File: src/rtl/sap_mux_pkg.sv
// Shared types and the round-robin search helper
// for the registered channel selector.
package sap_mux_pkg;

  typedef enum logic {
    MODE_MANUAL = 1'b0,
    MODE_RR     = 1'b1
  } mode_e;

  typedef enum logic {
    OUT_EMPTY = 1'b0,
    OUT_FULL  = 1'b1
  } out_state_e;

  localparam int MAX_CH = 32;

  typedef struct packed {
    logic       found;
    logic [4:0] idx;
  } rr_pick_t;

  // First valid channel after last, wrapping at n.
  function automatic rr_pick_t rr_pick(
    input logic [MAX_CH-1:0] valid,
    input int unsigned       last,
    input int unsigned       n
  );
    rr_pick_t    r;
    int unsigned k;
    r = '0;
    for (int unsigned i = 1; i <= MAX_CH; i++) begin
      k = last + i;
      if (k >= n) k = k - n;
      if (!r.found && i <= n && valid[k[4:0]]) begin
        r.found = 1'b1;
        r.idx   = k[4:0];
      end
    end
    return r;
  endfunction

endpackage

File: src/rtl/rr_arbiter.sv
// Combinational round-robin picker: first valid
// channel strictly after the last granted one.
module rr_arbiter
  import sap_mux_pkg::*;
#(
  parameter int NUM_CH = 2,
  parameter int SEL_W  = $clog2(NUM_CH)
) (
  input  logic [NUM_CH-1:0] valid,
  input  logic [SEL_W-1:0]  last,
  output logic              found,
  output logic [SEL_W-1:0]  idx
);

  rr_pick_t pick;

  assign pick  = rr_pick(MAX_CH'(valid), 32'(last),
                         NUM_CH);
  assign found = pick.found;
  assign idx   = SEL_W'(pick.idx);

endmodule

File: src/rtl/mux_arb_reg.sv
// Registered N-channel selector with manual or
// round-robin selection and a valid/ready output.
module mux_arb_reg
  import sap_mux_pkg::*;
#(
  parameter  int WIDTH  = 4,
  parameter  int NUM_CH = 2,
  localparam int SEL_W  = $clog2(NUM_CH)
) (
  input  logic                    CLK,
  input  logic                    CLR,
  input  logic [NUM_CH*WIDTH-1:0] D,
  input  logic [NUM_CH-1:0]       V,
  output logic [NUM_CH-1:0]       G,
  input  logic                    E,
  input  logic                    M,
  input  logic [SEL_W-1:0]        S,
  output logic [WIDTH-1:0]        Y,
  output logic                    YV,
  input  logic                    YR
);

  localparam int NPAD = 1 << SEL_W;
  localparam logic [SEL_W-1:0] LAST_RST =
    SEL_W'(NUM_CH - 1);

  out_state_e       state;
  logic [SEL_W-1:0] last;
  logic [WIDTH-1:0] y_q;
  logic [WIDTH-1:0] y_nxt;
  logic [NPAD-1:0]  v_pad;
  logic [SEL_W-1:0] rr_idx;
  logic [SEL_W-1:0] gnt_idx;
  logic             rr_found;
  logic             man_ok;
  logic             can_load;
  logic             gnt;
  mode_e            mode;

  assign mode     = mode_e'(M);
  assign YV       = (state == OUT_FULL);
  assign Y        = y_q;
  assign can_load = E & (~YV | YR);

  // Padding keeps V[S] defined when S names no channel.
  assign v_pad  = NPAD'(V);
  assign man_ok = (32'(S) < NUM_CH) & v_pad[S];

  rr_arbiter #(
    .NUM_CH (NUM_CH),
    .SEL_W  (SEL_W)
  ) u_rr (
    .valid (V),
    .last  (last),
    .found (rr_found),
    .idx   (rr_idx)
  );

  always_comb begin
    gnt     = 1'b0;
    gnt_idx = S;
    unique case (mode)
      MODE_MANUAL: begin
        gnt     = can_load & man_ok;
        gnt_idx = S;
      end
      MODE_RR: begin
        gnt     = can_load & rr_found;
        gnt_idx = rr_idx;
      end
    endcase
  end

  always_comb begin
    G     = '0;
    y_nxt = '0;
    for (int k = 0; k < NUM_CH; k++) begin
      if (gnt_idx == SEL_W'(k)) begin
        G[k]  = gnt & ~CLR;
        y_nxt = D[k*WIDTH +: WIDTH];
      end
    end
  end

  always_ff @(posedge CLK or posedge CLR) begin
    if (CLR) begin
      state <= OUT_EMPTY;
      y_q   <= '0;
      last  <= LAST_RST;
    end else if (gnt) begin
      state <= OUT_FULL;
      y_q   <= y_nxt;
      last  <= gnt_idx;
    end else if (state == OUT_FULL && YR) begin
      state <= OUT_EMPTY;
    end
  end

endmodule
File: config.mk
export PLATFORM = sky130hd
export DESIGN_NAME = mux_arb_reg
export DESIGN_NICKNAME = d
export VERILOG_FILES = /design/src/rtl/sap_mux_pkg.sv /design/src/rtl/rr_arbiter.sv /design/src/rtl/mux_arb_reg.sv
export SDC_FILE = /design/constraint.sdc
export NUM_CORES = 1
export LEC_CHECK = 0
export ABC_AREA = 1
export CAP_MARGIN = 0
export CORE_AREA = 2 2 39 41
export CTS_CLUSTER_DIAMETER = 100
export DETAILED_ROUTE_END_ITERATION = 8
export DIE_AREA = 0 0 41 43
export HOLD_SLACK_MARGIN = 0.06
export PLACE_DENSITY = 0.66
export SLEW_MARGIN = 20
export SYNTH_ARGS = -nofsm -noshare
export SYNTH_HDL_FRONTEND = slang
export SYNTH_SLANG_ARGS = --single-unit
File: constraint.sdc
create_clock -name CLK -period 2.1 [get_ports CLK]
set_clock_uncertainty 0.1 [all_clocks]
set_input_delay 0.525 -clock CLK [delete_from_list [all_inputs] [get_ports CLK]]
set_output_delay 0.525 -clock CLK [all_outputs]
set_load 0.01 [all_outputs]
==> results.toml <==
[pwr]
p_seq_share_pct = 34.3
p_per_area_mw_per_mm2 = 591
p_leak_uw = 0.000411
ir_drop_mv = 0.359
p_int_uw = 319
sw_frac_of_total_pct = 28.3
p_switching_uw = 126
clockPowerShare_pct = 25.3
p_total_uw = 444
pwr-share-comb_pct = 40.5

[sta]
tns_ns = 0
period_needed_ns = 2.03
slew_violations = 0
worstMarginPinSlew_ns = 0.213
fmaxAchievable_mhz = 492
worst_slack_ns = 0.0693
slew_headroom_pct = 85.8
hold_viol = 0
fin_crit_sh_pct = 96.7
finalSetupViolations = 0
rsz0062_at_grt = "false"

[min_path]
hold_start = "Y[2]"
holdPathEnd = "Y[2]"
hold_class = "flip-flop to flip-flop"
holdPathStages = 2

[placement]
dp.cells = 97
numPortBuffers = 22
dp_slack_ns = -0.574
place_congestion = 0.653
dpl.hpwl_um = 777

[cts]
cts_max_level = 1
clkSinkCount = 6
root_buffer = "clkbuf_4"
cts_tree = "yes"
hold_buffers = 0
cts.clk_slew.worst_paths_ns = 0.05
numCtsBuffers = 3
clock_path_buffers = 2
clkLatencyLatePin_ns = 0.24

[grt]
grtUsageTotal_pct = 12.4
grt_overflow_total = 0
grt_pass1_vias = 404
grt_max_degree = 9
grt_pass1_wl_um = 1500
antenna_found_initial = 0

[setup_path]
crit_type = "primary input to output port"
reg2reg_depth = 11
r2r_start = "YV"
worst_path_max_delay_cell = "clkdlybuf4s50_1"
r2r_slack_ns = 0.40
worstPathRequired_ns = 1.47
r2r_end = "YV"
cp-start-kind = "primary input"
critPathCaptureType = "output port"
crit_path_max_incr_delay_ns = 0.46
critPathMaxFanout = 3
cp_cell_sequence = "clkdlybuf4s50_1 -> nand2_1 -> inv_2 -> nand2_4 -> nor3_2 -> buf_2"
cp.arrival_ns = 1.41

[synthesis]
synth_top_family_by_area = "simple AND/OR/NAND/NOR gates"
syn_nets = 69
muxShareOfSynthArea_pct = 0
ys_ff_latch = 6
synthSimpleGateAreaFrac_pct = 50.0
synth-compound-area-share_pct = 2.63
synth.cell_area_sq_um = 380
synthCells = 53
syn_area_per_cell_sq_um = 7.18
yosys_warnings = 0
synthXorXnorAreaFrac_pct = 0
seq_area_frac_synth_pct = 39.8
synth_cell_type_count = 12
yosys.area_share.adder_pct = 0

[floorplan]
io_pins = 23
fp.coreArea_sq_mm = 0.00138
start_util_pct = 27.5
die_area_sq_mm = 0.00176
row_count = 14
die_h_um = 43
die_width_um = 41

[job]
max_cap_viol_count = 0

[route]
highest_layer = "met3"
drc_errors = 0
wl_met2_um = 469
routed_wl_um = 1040
wl_met3_um = 118
wl_met1_um = 454
vias_per_cell = 4.00
routedWlPerCell_um = 9.39
ant_nets = 0
drtPass1Iterations = 4
num_vias = 444
drt_iter0_markers = 5

[finish]
instances_no_fill = 111
postLayoutCoreUtil_pct = 54.3
area_growth_pct = 97.7
fill_cells = 146
layout-drive-gt1-share_pct = 34.7
antenna_cells = 0
fin_nets = 112

[run_status]
status = "complete, no violations"
-- layout make-up --
class | instances | area, sq um | area share, %
inverter | 7 | 28.8 | 3.83
sequential | 6 | 151 | 20.1
tap | 16 | 20.0 | 2.66
clock buffer | 4 | 26.3 | 3.49
multi-input combinational | 40 | 200 | 26.6
timing repair buffer | 38 | 325 | 43.3
-- what timing repair did --
item	CTS	global route
setup buffers	10	0
resized for setup	15	1
endpoints found under the setup margin	2	1
pin swaps	4	1
-- sequential cells by signal (all words and copies together), names as in the netlist --
signal and count:
Y 4, YV 1, last 1
-- cells in the final DEF (no fill, tap or decap), drive strengths merged --
| cell | netlist | layout |
|---|---|---|
| o21ai | 2 | 2 |
| dfrtp | 5 | 5 |
| nand2 | 32 | 32 |
| dlygate4sd2 | 0 | 4 |
| clkbuf | 0 | 4 |
| clkdlybuf4s50 | 0 | 15 |
| clkdlybuf4s15 | 0 | 1 |
| nor3 | 2 | 2 |
| nand3 | 4 | 4 |
| dfstp | 1 | 1 |
| buf | 0 | 18 |
| inv | 7 | 7 |
-- Yosys cell counts --
cell     count  area, sq um
nand2_2      3         18.8
nand3_1      4         20.0
o21ai_0      1         5.00
inv_2        1         3.75
o21ai_1      1         5.00
inv_4        1         6.26
nor3_2       2         20.0
dfrtp_1      5          125
nand2_4      3         33.8
nand2_1     26         97.6
dfstp_2      1         26.3
inv_1        5         18.8
-- critical path, delay by kind of cell --
family	cells	cell delay, ns
and+or+nand+nor	3	0.20
buffers and inverters	3	0.67
-- stage by stage --
step / hold WS (ns) / cell area [sq um]
2_1_floorplan: 0.215 / 380
3_3_place_gp: 0.362 / 666
3_5_place_dp: 0.371 / 666
4_1_cts: 0.378 / 751
5_1_grt: 0.395 / 752
6_report: 0.377 / 752
-- logic make-up after synthesis --
logic type,after synthesis
buffers and inverters,7
DFF,6
and+or+nand+nor,38
AOI/OAI and AO/OA,2
-- power by group through the flow --
stage | clock [uW] | combinational, uW | sequential [uW]
CTS | 120 | 180 | 152
global route | 124 | 197 | 155
global placement | 0 | 160 | 153
detailed placement | 0 | 162 | 154
finish | 112 | 180 | 152
floorplan | 0 | 56.7 | 163
-- routing by layer --
metal,track usage (%),up-vias
met5,0,-
met4,8.00,0
li1,-,244
met3,3.14,0
met2,18.8,17
met1,14.7,183
-- worst max path at each step --
stage               start  endpoint  slack (ns)  depth (start not counted)
finish                  E      G[1]        0.07                          6
floorplan               M      G[1]        0.43                          6
CTS                     E      G[1]        0.03                          6
global route            E      G[1]        0.02                          6
detailed placement      M      G[1]       -0.57                          8
global placement        M      G[1]       -0.53                          8
Note: power is estimated with default switching activity, not from simulation.
